File: src/rtl/chess_pkg.sv
// Shared types and default timing constants for the chess clock input front end.
package chess_pkg;

  // Per-button debounce state.
  typedef enum logic [1:0] {
    IDLE         = 2'd0,
    PRESS_WAIT   = 2'd1,
    HELD         = 2'd2,
    RELEASE_WAIT = 2'd3
  } chan_state_e;

  localparam int DEB_CYCLES_DEF  = 4;
  localparam int LONG_CYCLES_DEF = 16;

endpackage

File: src/rtl/debounce_channel.sv
// One button channel: 2-flop synchroniser, debounce FSM and stability counter.
// 'accept' is a decode of registered state, asserted in the cycle whose
// closing edge moves PRESS_WAIT -> HELD, so the top can register it as a pulse.
module debounce_channel
  import chess_pkg::*;
#(
  parameter int DEB_CYCLES = DEB_CYCLES_DEF,
  parameter int CNT_W      = 8
) (
  input  logic clk,
  input  logic reset,
  input  logic raw,
  output logic level,
  output logic accept,
  output logic held
);

  localparam logic [CNT_W-1:0] DEB_TERM = CNT_W'(DEB_CYCLES);

  logic [1:0]       sync_q, sync_d;
  logic             in_sync;
  chan_state_e      state_q, state_d;
  logic [CNT_W-1:0] cnt_q, cnt_d;
  logic             level_q, level_d;

  assign sync_d  = {sync_q[0], raw};
  assign in_sync = sync_q[1];

  // State, counter, synchroniser and level registers.
  always_ff @(posedge clk) begin
    if (reset) begin
      sync_q  <= '0;
      state_q <= IDLE;
      cnt_q   <= '0;
      level_q <= 1'b0;
    end else begin
      sync_q  <= sync_d;
      state_q <= state_d;
      cnt_q   <= cnt_d;
      level_q <= level_d;
    end
  end

  // Debounce FSM: a level change is accepted only after DEB_CYCLES stable samples.
  always_comb begin
    state_d = state_q;
    cnt_d   = cnt_q;
    accept  = 1'b0;
    case (state_q)
      IDLE: begin
        if (in_sync) begin
          state_d = PRESS_WAIT;
          cnt_d   = CNT_W'(1);
        end
      end
      PRESS_WAIT: begin
        if (!in_sync) begin
          state_d = IDLE;
          cnt_d   = '0;
        end else if (cnt_q >= DEB_TERM) begin
          state_d = HELD;
          cnt_d   = '0;
          accept  = 1'b1;
        end else begin
          cnt_d = cnt_q + CNT_W'(1);
        end
      end
      HELD: begin
        if (!in_sync) begin
          state_d = RELEASE_WAIT;
          cnt_d   = CNT_W'(1);
        end
      end
      RELEASE_WAIT: begin
        if (in_sync) begin
          // Bounce during release: back to HELD without a new press.
          state_d = HELD;
          cnt_d   = '0;
        end else if (cnt_q >= DEB_TERM) begin
          state_d = IDLE;
          cnt_d   = '0;
        end else begin
          cnt_d = cnt_q + CNT_W'(1);
        end
      end
      default: begin
        state_d = IDLE;
        cnt_d   = '0;
      end
    endcase
    level_d = (state_d == HELD) || (state_d == RELEASE_WAIT);
  end

  assign level = level_q;
  assign held  = (state_q == HELD);

endmodule

File: src/rtl/chess_button_conditioner.sv
// Chess clock input front end: three debounced buttons, press pulses,
// simultaneous-press rejection and a long-press-on-start reset request.
module chess_button_conditioner
  import chess_pkg::*;
#(
  parameter int DEB_CYCLES  = DEB_CYCLES_DEF,
  parameter int LONG_CYCLES = LONG_CYCLES_DEF,
  parameter int CNT_W       = 8
) (
  input  logic clk,
  input  logic reset,
  input  logic button1,
  input  logic button2,
  input  logic start_button,
  output logic deb_button1,
  output logic deb_button2,
  output logic deb_start,
  output logic press1,
  output logic press2,
  output logic start,
  output logic reset_req,
  output logic conflict
);

  localparam logic [CNT_W-1:0] LONG_TERM = CNT_W'(LONG_CYCLES);
  localparam logic [CNT_W-1:0] LONG_LAST = CNT_W'(LONG_CYCLES - 1);

  // Channel index: 0 = player 1, 1 = player 2, 2 = start.
  logic [2:0] raw_vec;
  logic [2:0] level_vec;
  logic [2:0] accept_vec;
  logic [2:0] held_vec;
  logic       unused_held;

  assign raw_vec     = {start_button, button2, button1};
  assign unused_held = |held_vec[1:0];

  generate
    for (genvar gi = 0; gi < 3; gi++) begin : g_chan
      debounce_channel #(
        .DEB_CYCLES(DEB_CYCLES),
        .CNT_W     (CNT_W)
      ) u_chan (
        .clk   (clk),
        .reset (reset),
        .raw   (raw_vec[gi]),
        .level (level_vec[gi]),
        .accept(accept_vec[gi]),
        .held  (held_vec[gi])
      );
    end
  endgenerate

  logic             press1_q, press1_d;
  logic             press2_q, press2_d;
  logic             start_q, start_d;
  logic             conflict_q, conflict_d;
  logic             reset_req_q, reset_req_d;
  logic [CNT_W-1:0] long_cnt_q, long_cnt_d;

  // Arbitration of player presses and the saturating long-press counter.
  always_comb begin
    press1_d    = accept_vec[0] & ~accept_vec[1];
    press2_d    = accept_vec[1] & ~accept_vec[0];
    conflict_d  = accept_vec[0] & accept_vec[1];
    start_d     = accept_vec[2];
    long_cnt_d  = long_cnt_q;
    reset_req_d = 1'b0;
    if (!level_vec[2]) begin
      // Start fully released: arm for the next hold.
      long_cnt_d = '0;
    end else if (held_vec[2] && (long_cnt_q != LONG_TERM)) begin
      long_cnt_d  = long_cnt_q + CNT_W'(1);
      reset_req_d = (long_cnt_q == LONG_LAST);
    end
  end

  // Output pulse registers and long-press counter.
  always_ff @(posedge clk) begin
    if (reset) begin
      press1_q    <= 1'b0;
      press2_q    <= 1'b0;
      start_q     <= 1'b0;
      conflict_q  <= 1'b0;
      reset_req_q <= 1'b0;
      long_cnt_q  <= '0;
    end else begin
      press1_q    <= press1_d;
      press2_q    <= press2_d;
      start_q     <= start_d;
      conflict_q  <= conflict_d;
      reset_req_q <= reset_req_d;
      long_cnt_q  <= long_cnt_d;
    end
  end

  assign deb_button1 = level_vec[0];
  assign deb_button2 = level_vec[1];
  assign deb_start   = level_vec[2];
  assign press1      = press1_q;
  assign press2      = press2_q;
  assign start       = start_q;
  assign reset_req   = reset_req_q;
  assign conflict    = conflict_q;

endmodule

File: config.mk
export PLATFORM = sky130hd
export DESIGN_NAME = chess_button_conditioner
export DESIGN_NICKNAME = d
export VERILOG_FILES = /design/src/rtl/chess_pkg.sv /design/src/rtl/debounce_channel.sv /design/src/rtl/chess_button_conditioner.sv
export SDC_FILE = /design/constraint.sdc
export NUM_CORES = 1
export LEC_CHECK = 0
export ABC_CLOCK_PERIOD_IN_PS = 1400
export CAP_MARGIN = 5
export CORE_ASPECT_RATIO = 0.6
export CORE_MARGIN = 5
export CORE_UTILIZATION = 52
export DETAILED_ROUTE_END_ITERATION = 10
export PLACE_DENSITY_LB_ADDON = 0.05
export SYNTH_ARGS = -nofsm -noshare
export SYNTH_HDL_FRONTEND = slang
export SYNTH_HIERARCHICAL = 1
export SYNTH_SLANG_ARGS = --single-unit
File: constraint.sdc
create_clock -name clk -period 1.4 [get_ports clk]
set_input_delay 0.28 -clock clk [delete_from_list [all_inputs] [get_ports clk]]
set_output_delay 0.28 -clock clk [all_outputs]
set_load 0.03 [all_outputs]
==> out/qor.txt <==
Outcome = finished, violations left
Failing checks = setup timing
Final setup margin = -0.183 ns
Post-layout util = 67.1%
Hold_ws = 0.456 ns
Sw Share = 20.7%
Final period util = 113%
Slowest CP cell = or4_4
Critical path arrival = 1.81 ns
Final Skew = 0.00724 ns
Fmax = 632 MHz
Largest net degree at the start of global routing = 18
Post-synth net total = 228
Area Growth Syn to Fin = 26.4%
YS warnings = 6
Final layout net count = 268
FILL cells = 317
H-tree levels = 2
Part of the power in the clock network = 40.2%
Die W = 93.1 um
Crit. End Element = register
Final hold vios = 0
Antenna violations before repair = 0
Inserted Diodes = 0
Power consumption = 2.58 mW
Worst ir drop on vdd = 0.588 mV
Bufs on Longest Clock Path = 2
Clock Latency Late Sink = 0.29 ns
CTS tree = built
Share of total power in combinational logic = 4.6%
Tightest Hold Check Type = register to register
Worst-margin pin slew = 0.396 ns
Internal power = 2.05 mW
Post-DRT Antenna Nets = 0
Share of layout cells above drive strength 1 = 31.6%
Max_slew headroom = 73.5%
Total CTS buffers = 5
Sequential Power Share = 55.2%
Clk root buf = clkbuf_8
Leakage = 1.08 nW
DR DRC count = 0
# rows = 18
Port Buffer Count = 12
Vias in the first global route = 1,660
Setup-failing EPs final = 25
Worst-path clk slew = 0.08 ns
Crit path required time = 1.62 ns
Grt ovf = 0
CP delay by family, top = simple AND/OR/NAND/NOR gates
RSZ-0062 raised after global routing = yes
Mapped cell area = 2150 sq um
Syn_area_per_cell = 10.0 sq um
Max stage delay on crit path = 0.57 ns
Initial DRC count = 59
Switch Pwr = 0.533 mW
Post-Synthesis Cells = 215
Total GRT Usage = 17.0%
DR pass1 iterations = 4
Core box area = 4050 sq um
Crit path buf inv count = 0
Gp weighted congestion = 0.811
Setup TNS = -2.39 ns
P per Cell Area = 948 nW/um^2
Max Cap Viol = 0
Die H = 59.8 um
Crit path kind = register to register
Vias/cell = 5.59
IO Pins = 13
Starting Density = 53.1%
Final Max Tran Viols = 0
Die area = 5570 sq um
First-pass GRT wire length = 7530 um
Critical-path maximum fanout = 3
Min Tclk post-route = 1.58 ns
Clk sinks = 49
Routed WL per cell = 14.6 um
Placed wire-length estimate = 3250 um
Worst Setup Start Kind = register
Crit path cell chain = or4_4, nor4b_4, o21bai_2, a21oi_2
Post-Route WL = 4470 um
Vias = 1,710
==> power by group through the flow <==
stage | Combinational [mW] | Clock (mW) | Sequential [mW]
3_5_place_dp | 0.107 | 0 | 1.46
3_3_place_gp | 0.103 | 0 | 1.46
6_report | 0.117 | 1.04 | 1.42
5_1_grt | 0.127 | 1.12 | 1.43
2_1_floorplan | 0.0655 | 0 | 1.45
4_1_cts | 0.110 | 1.06 | 1.43
==> stage by stage <==
| step | instance area, sq um | setup slack [ns] | std cells |
|---|---|---|---|
| after floorplan | 2160 | -0.0407 | 215 |
| after global placement | 2500 | -0.0841 | 294 |
| after detailed placement | 2500 | -0.118 | 294 |
| after CTS | 2650 | -0.131 | 303 |
| after global routing | 2720 | -0.251 | 306 |
| final | 2720 | -0.183 | 306 |
==> area by class of cell <==
type                       instances  area, sq um  area share (%)
inverter                          11         41.3            1.52
sequential                        49          997            36.7
clock inverter                     2         37.5            1.38
clock buffer                       6         82.6            3.04
tap                               50         62.6            2.30
multi-input combinational        148         1190            43.7
timing repair buffer              40          312            11.5
==> sequential cells by signal (all words and copies together) (netlist names) <==
signal	cells
g_chan.u_chan/state_q	6
g_chan.u_chan/cnt_q	24
start	1
reset_req	1
press2	1
long_cnt_q	8
conflict	1
press1	1
g_chan.u_chan/sync_q	6
==> worst paths after layout <==
check / start / end / slack [ns] / depth (start not counted)
max reg2reg: g_chan[1].u_chan/cnt_q[6] / g_chan[1].u_chan/cnt_q[4] / -0.18 / 4
min reg2reg: g_chan[1].u_chan/sync_q[0] / g_chan[1].u_chan/sync_q[1] / 0.46 / 1
min: g_chan[1].u_chan/sync_q[0] / g_chan[1].u_chan/sync_q[1] / 0.46 / 1
max: g_chan[1].u_chan/cnt_q[6] / g_chan[1].u_chan/cnt_q[4] / -0.18 / 4
==> placed cells by master (no fill, tap or decap), types with 6 or more instances in the layout <==
cell      count
dfxtp_1      38
buf_4        29
nor2_1       23
inv_1        11
dfxtp_2      10
nor2b_1       8
ha_1          8
nand2_1       7
or3_1         7
o21ai_0       6
xor2_1        6
clkbuf_8      6
nor4b_1       6
==> what timing repair did <==
action                     CTS  global route
pin swaps                   13            12
hold buffers                 0             0
gates resized for setup     15            19
gates cloned                 0             0
buffers inserted             1             3
setup endpoints to repair   34            33
==> routing by layer <==
layer | up-vias | global-route usage (%) | wire, um
li1 | 841 | - | -
met1 | 825 | 22.4 | 2200
met2 | 40 | 28.0 | 2070
met3 | 4 | 4.78 | 172
met4 | 0 | 4.18 | 34
met5 | - | 0 | 0
==> worst register-to-register path: stages, from the launching register on <==
cell      delay [ns]
dfxtp_2         0.33
or4_4           0.57
nor4b_4         0.35
o21bai_2        0.13
a21oi_2         0.14
Note: power is estimated with default switching activity, not from simulation.
